**config.mk**
```make
export PLATFORM = sky130hd
export DESIGN_NAME = wall_placer
export DESIGN_NICKNAME = d
export VERILOG_FILES = /design/src/rtl/wall_placer.sv
export SDC_FILE = /design/constraint.sdc
export NUM_CORES = 1
export LEC_CHECK = 0
export BUFFER_PORTS_ARGS = -buffer_cell sky130_fd_sc_hd__buf_2
export CAP_MARGIN = 30
export CORE_MARGIN = 8
export CORE_UTILIZATION = 55
export DETAILED_ROUTE_END_ITERATION = 7
export PLACE_DENSITY = 0.85
export SLEW_MARGIN = 5
export SYNTH_ARGS = -nofsm -noshare
export SYNTH_HDL_FRONTEND = slang
export SYNTH_SLANG_ARGS = --single-unit
```
**constraint.sdc**
```tcl
create_clock -name Clk -period 4.94 [get_ports Clk]
set_clock_uncertainty 0.05 [all_clocks]
set_input_delay 0.494 -clock Clk [delete_from_list [all_inputs] [get_ports Clk]]
set_output_delay 0.494 -clock Clk [all_outputs]
set_load 0.01 [all_outputs]
```
**src/rtl/wall_placer.sv**
```systemverilog
// Wall placer: builds up to four non-overlapping wall rectangles from a free-running LFSR
// and publishes them atomically. Define WALL_PLACER_FRAME_SYNC_EN to hold publication until a frame_clk rise.
`timescale 1ns/1ps
module wall_placer #(
  parameter logic [9:0]  X_Max      = 10'd639,
  parameter logic [9:0]  Y_Max      = 10'd479,
  parameter logic [9:0]  Wall_Long  = 10'd64,
  parameter logic [9:0]  Wall_Short = 10'd32,
  parameter logic [9:0]  Min_Gap    = 10'd8,
  parameter logic [4:0]  Max_Tries  = 5'd16,
  parameter logic [15:0] Seed       = 16'hACE1
) (
  input  logic       Clk,
  input  logic       Reset,
  input  logic       frame_clk,
  input  logic       start,
  input  logic [2:0] num_walls,
  output logic       busy,
  output logic       done,
  output logic [9:0] X1,
  output logic [9:0] X2,
  output logic [9:0] X3,
  output logic [9:0] X4,
  output logic [9:0] Y1,
  output logic [9:0] Y2,
  output logic [9:0] Y3,
  output logic [9:0] Y4,
  output logic [3:0] orient,
  output logic [3:0] wall_en
);

  typedef enum logic [2:0] {IDLE, GX, GY, CHK, COMMIT, PUBLISH} state_t;

  localparam logic [10:0] LONG  = {1'b0, Wall_Long};
  localparam logic [10:0] SHORT = {1'b0, Wall_Short};
  localparam logic [10:0] GAP   = {1'b0, Min_Gap};
  localparam logic [10:0] XLIM  = {1'b0, X_Max};
  localparam logic [10:0] YLIM  = {1'b0, Y_Max};
  localparam logic [15:0] LFSR_MASK = 16'hB400;

  state_t          state_q, state_d;
  logic [15:0]     lfsr_q, lfsr_d;
  logic [2:0]      n_q, n_d, k_q, k_d;
  logic [4:0]      tries_q, tries_d;
  logic [1:0]      j_q, j_d;
  logic [9:0]      cx_q, cx_d, cy_q, cy_d;
  logic            co_q, co_d;
  logic [3:0][9:0] sx_q, sx_d, sy_q, sy_d;
  logic [3:0]      so_q, so_d, sen_q, sen_d;
  logic [3:0][9:0] px_q, px_d, py_q, py_d;
  logic [3:0]      po_q, po_d, pen_q, pen_d;
  logic            busy_q, busy_d, done_q, done_d;

  logic [10:0] cw, ch, cxe, cye, jx, jy, jw, jh;
  logic [2:0]  n_req, k_inc;
  logic        in_bounds, overlap, last_j, reject, give_up, more, pub_go;
  state_t      after_reject;

  assign n_req = (num_walls > 3'd4) ? 3'd4 : num_walls;
  assign k_inc = k_q + 3'd1;
  assign more  = (k_inc < n_q);

  // Candidate geometry; in GY the Y coordinate is taken straight from the LFSR
  assign cw  = co_q ? SHORT : LONG;
  assign ch  = co_q ? LONG : SHORT;
  assign cxe = {1'b0, cx_q};
  assign cye = {1'b0, cy_q};
  assign in_bounds = (cxe + cw <= XLIM) && ({1'b0, lfsr_q[9:0]} + ch <= YLIM);

  assign jx = {1'b0, sx_q[j_q]};
  assign jy = {1'b0, sy_q[j_q]};
  assign jw = so_q[j_q] ? SHORT : LONG;
  assign jh = so_q[j_q] ? LONG : SHORT;
  // Disabled slots never block a candidate
  assign overlap = sen_q[j_q] && (cxe <= jx + jw + GAP) && (jx <= cxe + cw + GAP) &&
                   (cye <= jy + jh + GAP) && (jy <= cye + ch + GAP);
  assign last_j  = ({1'b0, j_q} == k_q - 3'd1);

  assign reject       = ((state_q == GY) && !in_bounds) || ((state_q == CHK) && overlap);
  assign give_up      = (tries_q == Max_Tries - 5'd1);
  assign after_reject = (give_up && !more) ? PUBLISH : GX;

`ifdef WALL_PLACER_FRAME_SYNC_EN
  logic fs_q, fd_q, rise_q;
  always_ff @(posedge Clk) begin
    if (Reset) begin
      fs_q   <= 1'b0;
      fd_q   <= 1'b0;
      rise_q <= 1'b0;
    end else begin
      fs_q   <= frame_clk;
      fd_q   <= fs_q;
      rise_q <= fs_q & ~fd_q;
    end
  end
  assign pub_go = rise_q;
`else
  logic unused_frame;
  assign unused_frame = frame_clk;
  assign pub_go = 1'b1;
`endif

  always_ff @(posedge Clk) begin
    if (Reset) begin
      state_q <= IDLE;
      lfsr_q  <= Seed;
      n_q     <= '0;
      k_q     <= '0;
      tries_q <= '0;
      j_q     <= '0;
      cx_q    <= '0;
      cy_q    <= '0;
      co_q    <= 1'b0;
      sx_q    <= '0;
      sy_q    <= '0;
      so_q    <= '0;
      sen_q   <= '0;
      px_q    <= '0;
      py_q    <= '0;
      po_q    <= '0;
      pen_q   <= '0;
      busy_q  <= 1'b0;
      done_q  <= 1'b0;
    end else begin
      state_q <= state_d;
      lfsr_q  <= lfsr_d;
      n_q     <= n_d;
      k_q     <= k_d;
      tries_q <= tries_d;
      j_q     <= j_d;
      cx_q    <= cx_d;
      cy_q    <= cy_d;
      co_q    <= co_d;
      sx_q    <= sx_d;
      sy_q    <= sy_d;
      so_q    <= so_d;
      sen_q   <= sen_d;
      px_q    <= px_d;
      py_q    <= py_d;
      po_q    <= po_d;
      pen_q   <= pen_d;
      busy_q  <= busy_d;
      done_q  <= done_d;
    end
  end

  always_comb begin
    state_d = state_q;
    case (state_q)
      IDLE:    if (start) state_d = (n_req == 3'd0) ? PUBLISH : GX;
      GX:      state_d = GY;
      GY:      if (!in_bounds) state_d = after_reject;
               else            state_d = (k_q != 3'd0) ? CHK : COMMIT;
      CHK:     if (overlap)     state_d = after_reject;
               else if (last_j) state_d = COMMIT;
      COMMIT:  state_d = more ? GX : PUBLISH;
      PUBLISH: if (pub_go) state_d = IDLE;
      default: state_d = IDLE;
    endcase
  end

  always_comb begin
    lfsr_d  = {1'b0, lfsr_q[15:1]} ^ (lfsr_q[0] ? LFSR_MASK : 16'h0000);
    n_d     = n_q;
    k_d     = k_q;
    tries_d = tries_q;
    j_d     = j_q;
    cx_d    = cx_q;
    cy_d    = cy_q;
    co_d    = co_q;
    sx_d    = sx_q;
    sy_d    = sy_q;
    so_d    = so_q;
    sen_d   = sen_q;
    px_d    = px_q;
    py_d    = py_q;
    po_d    = po_q;
    pen_d   = pen_q;
    busy_d  = busy_q;
    done_d  = 1'b0;
    case (state_q)
      IDLE: if (start) begin
        // Clearing the shadow up front leaves slots >= n zero at publish
        n_d     = n_req;
        k_d     = 3'd0;
        tries_d = 5'd0;
        busy_d  = 1'b1;
        sx_d    = '0;
        sy_d    = '0;
        so_d    = '0;
        sen_d   = '0;
      end
      GX: begin
        cx_d = lfsr_q[9:0];
        co_d = lfsr_q[15];
      end
      GY: begin
        cy_d = lfsr_q[9:0];
        j_d  = 2'd0;
      end
      CHK: if (!overlap && !last_j) j_d = j_q + 2'd1;
      COMMIT: begin
        sx_d[k_q[1:0]]  = cx_q;
        sy_d[k_q[1:0]]  = cy_q;
        so_d[k_q[1:0]]  = co_q;
        sen_d[k_q[1:0]] = 1'b1;
        k_d     = k_inc;
        tries_d = 5'd0;
      end
      PUBLISH: if (pub_go) begin
        px_d   = sx_q;
        py_d   = sy_q;
        po_d   = so_q;
        pen_d  = sen_q;
        done_d = 1'b1;
        busy_d = 1'b0;
      end
      default: ;
    endcase
    if (reject) begin
      if (give_up) begin
        sx_d[k_q[1:0]]  = '0;
        sy_d[k_q[1:0]]  = '0;
        so_d[k_q[1:0]]  = 1'b0;
        sen_d[k_q[1:0]] = 1'b0;
        k_d     = k_inc;
        tries_d = 5'd0;
      end else begin
        tries_d = tries_q + 5'd1;
      end
    end
  end

  assign busy    = busy_q;
  assign done    = done_q;
  assign X1      = px_q[0];
  assign X2      = px_q[1];
  assign X3      = px_q[2];
  assign X4      = px_q[3];
  assign Y1      = py_q[0];
  assign Y2      = py_q[1];
  assign Y3      = py_q[2];
  assign Y4      = py_q[3];
  assign orient  = po_q;
  assign wall_en = pen_q;

endmodule
```
==> run metrics, run 1 <==
grt met1 use=30.6%; most heavily used metal layer in global routing=met2; achievable clock frequency=0.223 GHz; total non-filler cell area in the finished layout=0.0121 mm²; fraction of layout instances using a drive strength above 1=15.1%; Root Buffer Master=sky130_fd_sc_hd__clkbuf_16; Final Worst Setup Slack=0.448 ns; share of synthesized flip-flops with an asynchronous set or reset=0%; chip width=155 µm; Overall Global Routing Usage=23.3%; ANT nets after route=0; data required time of the worst path=5.27 ns; sequential cell area fraction in the yosys report=43.3%; Setup TNS=0 ns; switching power total=1.18 mW; number of maximum-capacitance violations=0; antenna cells=0; number of antenna violations at the first check in global routing=0; type of the worst min-delay path=input pin to flop; PostCTS Resize Cnt=0; count of routing violations after the opening detailed-route iteration=1036; Initial DRT Pass Iterations=5; count of flip-flops with a built-in enable after synthesis=0; detailed-route vias per instance=5.97; class of the most critical setup path=flop to flop; total number of vias=9428; Placement Setup Slack=0.527 ns; number of instances in the synthesized netlist=1231; power consumption=4.28 mW; CTS max path bufs=3; top library cells by usage in the layout, fill and taps aside=sky130_fd_sc_hd__nand2_1, sky130_fd_sc_hd__dfxtp_1, sky130_fd_sc_hd__a21oi_1; commonest register cell after synthesis=sky130_fd_sc_hd__dfxtp_1; number of buffers added to fix hold violations after cts=0; flop and latch count out of synthesis=231; standard cell area after detailed placement=0.0113 mm²; endpoints failing hold=0; post-CTS setup-driven buffer insertion count=0; combinational fraction of design power=14.2%; Final Core Density=62.7%; Worst-path clk slew=0.06 ns; CP Data Arrival Time=4.83 ns; Net count, final=1366; leading cell type in the layout, fill and taps excluded=sky130_fd_sc_hd__nand2_1; switching power as a share of total power=27.6%; starting density of the core=55.4%; Pwr per Cell Area=354 mW/mm²; run status=finished clean; Final Wtd Congestion=0.921; deepest level of the CTS H-tree=1; core region area=0.0193 mm²; largest fanout of any net on the critical path=22; capturing element type of the critical path=flop; vias in the first global route=8989; post-synthesis average cell area=8.67 µm²; Fillers=1575; number of clock sinks=231; Internal Dissipation=3.10 mW; post-detailed-route wirelength per cell=18.2 µm; wire length of the first global-routing pass=46300 µm; number of buffers inserted by port buffering=95; Area growth syn-to-layout=13.2%; residual overflow from global routing=0; slew at the pin with the worst max-slew slack=0.951 ns; post-DP HPWL=20100 µm; Final setup violation count=0; number of buffers added by the clock tree synthesis step=24; leakage component of the power=4.64 nW; met2 usage in global routing=36.7%; critical path launch point type=flop; fraction of power consumed by sequential logic=46.2%; cell area after technology mapping=0.0107 mm²; number of different library cells in the post-synthesis netlist=60; num rows=51; Period Utilization, post-route=90.9%; Clk pwr share=39.6%; largest registers in the final layout=sx_q: 40 flops, sy_q: 40 flops, lfsr_q: 16 flops; total wirelength of the detailed-routed design=28700 µm; Die H=155 µm; final number of max-transition violations=0; top-level I/O count=97; YS warnings=0; unrepaired setup endpoints after global routing=no; clock network latency to the later pin of the worst-skew pair=0.51 ns; full die area=0.0241 mm²; met3 usage in global routing=4.97%; clock tree from TritonCTS=yes; fin crit period=4.49 ns; worst supply voltage drop on vdd=0.225 mV; worst slew margin relative to its limit=36.6%; largest net degree at the start of global routing=96; number of remaining DRC errors=0; Net Count, Synth=1300
Yosys cell counts (6+ instances only):
cell type,number,area (µm²)
sky130_fd_sc_hd__a211oi_2,8,100
sky130_fd_sc_hd__a21o_1,19,143
sky130_fd_sc_hd__a21oi_1,167,836
sky130_fd_sc_hd__a22oi_1,45,338
sky130_fd_sc_hd__a31oi_1,8,50.1
sky130_fd_sc_hd__and3_1,6,37.5
sky130_fd_sc_hd__buf_2,9,45.0
sky130_fd_sc_hd__clkbuf_1,63,236
sky130_fd_sc_hd__dfxtp_1,231,4620
sky130_fd_sc_hd__ha_1,60,751
sky130_fd_sc_hd__inv_1,32,120
sky130_fd_sc_hd__mux2i_1,10,100
sky130_fd_sc_hd__mux4_2,18,405
sky130_fd_sc_hd__nand2_1,263,987
sky130_fd_sc_hd__nand3_1,19,95.1
sky130_fd_sc_hd__nand3b_1,7,52.6
sky130_fd_sc_hd__nand4_1,9,56.3
sky130_fd_sc_hd__nor2_1,82,308
sky130_fd_sc_hd__nor2b_1,15,93.8
sky130_fd_sc_hd__nor3_1,13,65.1
sky130_fd_sc_hd__o211ai_1,26,195
sky130_fd_sc_hd__o21ai_0,29,145
sky130_fd_sc_hd__or2_2,6,37.5
sky130_fd_sc_hd__xnor2_1,12,105
sky130_fd_sc_hd__xor2_1,15,131
layout make-up:
type | count | area, µm² | area share, %
Clock buffer | 38 | 714 | 5.91
Clock inverter | 4 | 22.5 | 0.186
Inverter | 33 | 124 | 1.02
Multi-Input combinational cell | 886 | 5590 | 46.2
Sequential cell | 231 | 4620 | 38.2
Tap cell | 265 | 332 | 2.74
Timing Repair Buffer | 121 | 689 | 5.70
power groups by stage:
stage | Combinational, mW | Clock [mW] | Sequential [mW]
after global placement | 0.560 | 0 | 2.01
after CTS | 0.589 | 1.71 | 1.97
after detailed placement | 0.583 | 0 | 2.01
final | 0.609 | 1.69 | 1.97
after floorplan | 0.445 | 0 | 1.98
after global routing | 0.660 | 1.79 | 1.98
worst max-delay path, cell delays in order, from the launching register on:
cell and delay, ns:
sky130_fd_sc_hd__dfxtp_1 0.40, sky130_fd_sc_hd__buf_4 0.31, sky130_fd_sc_hd__mux4_2 0.59, sky130_fd_sc_hd__ha_1 0.38, sky130_fd_sc_hd__nand4_1 0.16, sky130_fd_sc_hd__a21bo_2 0.23
sky130_fd_sc_hd__xor2_1 0.14, sky130_fd_sc_hd__ha_1 0.29, sky130_fd_sc_hd__a21o_1 0.18, sky130_fd_sc_hd__a21oi_1 0.17, sky130_fd_sc_hd__nor2b_1 0.16, sky130_fd_sc_hd__a311o_1 0.24
sky130_fd_sc_hd__nand4_4 0.17, sky130_fd_sc_hd__o22ai_4 0.30, sky130_fd_sc_hd__a21o_1 0.17, sky130_fd_sc_hd__buf_4 0.30, sky130_fd_sc_hd__nor3_1 0.10
metrics by stage:
stage | hold slack, ns | instances
6_report | 0.200 | 1578
2_1_floorplan | 0.339 | 1231
5_1_grt | 0.211 | 1578
4_1_cts | 0.186 | 1576
3_3_place_gp | 0.345 | 1533
3_5_place_dp | 0.346 | 1534
kinds of logic (layout without fill, tap and decap cells):
kind of cell    after synthesis  in the layout  synth area share (%)
compound gates              330            330                  19.3
xor+xnor                     27             27                  2.21
fa+ha+maj                    62             62                  7.41
buf+inv                     114            196                  4.55
flops                       231            231                  43.3
mux                          32             32                  5.72
simple gates                435            435                  17.5
worst paths after layout:
check                           depth (start not counted)  slack (ns)                   from               endpoint
worst min-delay path                                    3        0.20           num_walls[2]    n_q[2]$_SDFFE_PP0P_
worst min register to register                          1        0.36  lfsr_q[12]$_SDFF_PP0_  lfsr_q[11]$_SDFF_PP1_
worst max-delay path                                   16        0.45    j_q[0]$_SDFFE_PP0P_    sx_q[29]$_SDFF_PP0_
worst max register to register                         16        0.45    j_q[0]$_SDFFE_PP0P_    sx_q[29]$_SDFF_PP0_
metal layers:
metal,routed length (µm),up-vias,part of all wire [%]
met3,3340,83,12
met1,11700,4409,41
li1,-,4431,-
met5,0,-,0
met4,974,0,3.4
met2,12700,505,44
Note: power is estimated with default switching activity, not from simulation.
==> run 2, diff against run 1 <==
clock period = 4.5 ns   (was 4.94 ns; I/O delays follow)
==> run 2 against run 1 <==
Net effect:
- final area up 1.3%
- power up 16%
- sequential share of layout area down 0.49 points
- via count up 1.9%
- cell count unchanged
- combinational power up 12%
- non-clock buffer count up 2
- sequential cell count unchanged
- critical path depth unchanged
- wire length up 3.8%
- worst setup slack worse by 0.32 ns
- register-to-register slack worse by 0.32 ns
- largest cell class unchanged
==> run metrics, run 2 (same netlist as run 1, synthesis figures left out) <==
PostCTS Resize Cnt=0; Final Worst Setup Slack=0.132 ns; number of buffers added to fix hold violations after cts=0; post-DP HPWL=20400 µm; total wirelength of the detailed-routed design=29800 µm; wire length of the first global-routing pass=47500 µm; top library cells by usage in the layout, fill and taps aside=sky130_fd_sc_hd__nand2_1, sky130_fd_sc_hd__dfxtp_1, sky130_fd_sc_hd__a21oi_1; critical path launch point type=flop; worst hold margin=0.163 ns; Fillers=1580; fin crit period=4.37 ns; achievable clock frequency=0.229 GHz; clock network latency to the later pin of the worst-skew pair=0.51 ns; starting density of the core=55.4%; worst slew margin relative to its limit=36.2%; CTS max path bufs=3; r2r setup slk=0.13 ns; Die H=155 µm; full die area=0.0241 mm²; Overall Global Routing Usage=24.0%; post-CTS setup-driven buffer insertion count=0; leading cell type in the layout, fill and taps excluded=sky130_fd_sc_hd__nand2_1; Net count, final=1367; residual overflow from global routing=0; count of routing violations after the opening detailed-route iteration=1003; chip width=155 µm; run status=finished clean; antenna cells=0; num rows=51; Period Utilization, post-route=97.1%; Final Core Density=63.6%; number of maximum-capacitance violations=0; Initial DRT Pass Iterations=7; worst hold stages=3; top-level I/O count=97; number of remaining DRC errors=0; class of the most critical setup path=flop to flop; Cells after DPL=1538; detailed-route vias per instance=6.09; type of the worst min-delay path=input pin to flop; worst supply voltage drop on vdd=0.212 mV; deepest level of the CTS H-tree=1; post-detailed-route wirelength per cell=18.9 µm; number of clock sinks=231; Placement Setup Slack=0.0753 ns; Final setup violation count=0; final number of max-transition violations=0; largest registers in the final layout=sx_q: 40 flops, sy_q: 40 flops, lfsr_q: 16 flops; Root Buffer Master=sky130_fd_sc_hd__clkbuf_16; non-filler cells in the finished layout=1578; largest net degree at the start of global routing=92; Pwr per Cell Area=404 mW/mm²; CP Data Arrival Time=4.69 ns; Setup TNS=0 ns; total number of vias=9609; number of antenna violations at the first check in global routing=0; Worst-path clk slew=0.06 ns; ANT nets after route=0; fraction of layout instances using a drive strength above 1=15.9%; data required time of the worst path=4.82 ns; endpoints failing hold=0; number of buffers inserted by port buffering=95; slew at the pin with the worst max-slew slack=0.957 ns; number of cell instances on the worst register-to-register path=16; leakage component of the power=4.71 nW; capturing element type of the critical path=flop; Final Wtd Congestion=0.938; core region area=0.0193 mm²; largest fanout of any net on the critical path=16; clock tree from TritonCTS=yes; number of buffers added by the clock tree synthesis step=23; Area growth syn-to-layout=14.7%; vias in the first global route=9157
run 2: final timing paths:
check | start | endpoint
max reg2reg | j_q[0]$_SDFFE_PP0P_ | sx_q[30]$_SDFF_PP0_
min | num_walls[2] | n_q[2]$_SDFFE_PP0P_
min reg2reg | lfsr_q[12]$_SDFF_PP0_ | lfsr_q[11]$_SDFF_PP1_
max | j_q[0]$_SDFFE_PP0P_ | sx_q[30]$_SDFF_PP0_
run 2: area by class of cell:
class                           count  area, µm²  area share [%]
Timing Repair Buffer              123        713            5.82
Multi-Input combinational cell    886       5630            45.9
Sequential cell                   231       4630            37.8
Inverter                           33        124            1.01
Clock inverter                      9        174            1.42
Tap cell                          265        332            2.71
Clock buffer                       31        656            5.35
run 2: per-layer routing:
metal	part of all wire (%)	routed length [µm]	vias to the layer above	global-route usage [%]
li1	-	-	4436	-
met1	40	11900	4491	30.4
met2	44	13200	569	38.4
met3	12	3480	113	5.77
met4	4.0	1190	0	10.4
met5	0	0	-	0
run 2: critical path, stage by stage (launching register included):
cell and delay (ns):
sky130_fd_sc_hd__dfxtp_2 0.39, sky130_fd_sc_hd__buf_12 0.19, sky130_fd_sc_hd__mux4_2 0.58, sky130_fd_sc_hd__ha_4 0.32, sky130_fd_sc_hd__nand4_1 0.12, sky130_fd_sc_hd__a21bo_2 0.22, sky130_fd_sc_hd__xor2_1 0.15, sky130_fd_sc_hd__ha_1 0.29
sky130_fd_sc_hd__a21o_1 0.18, sky130_fd_sc_hd__a211o_1 0.30, sky130_fd_sc_hd__a211oi_1 0.19, sky130_fd_sc_hd__nand3b_2 0.22, sky130_fd_sc_hd__nand4_4 0.15, sky130_fd_sc_hd__o22ai_4 0.29, sky130_fd_sc_hd__a21o_1 0.21, sky130_fd_sc_hd__buf_4 0.25
sky130_fd_sc_hd__a211oi_1 0.09
run 2: power by group:
group | internal [mW] | total, mW | switching (mW)
Combinational | 0.231 | 0.685 | 0.454
Sequential | 2.09 | 2.17 | 0.0784
Clock | 1.31 | 2.09 | 0.789
Total | 3.62 | 4.95 | 1.32
run 2: stage by stage:
step	area (µm²)	power, mW
floorplan	10700	2.66
global placement	11400	2.84
detailed placement	11400	2.86
CTS	12200	4.94
global route	12300	5.11
finish	12300	4.95
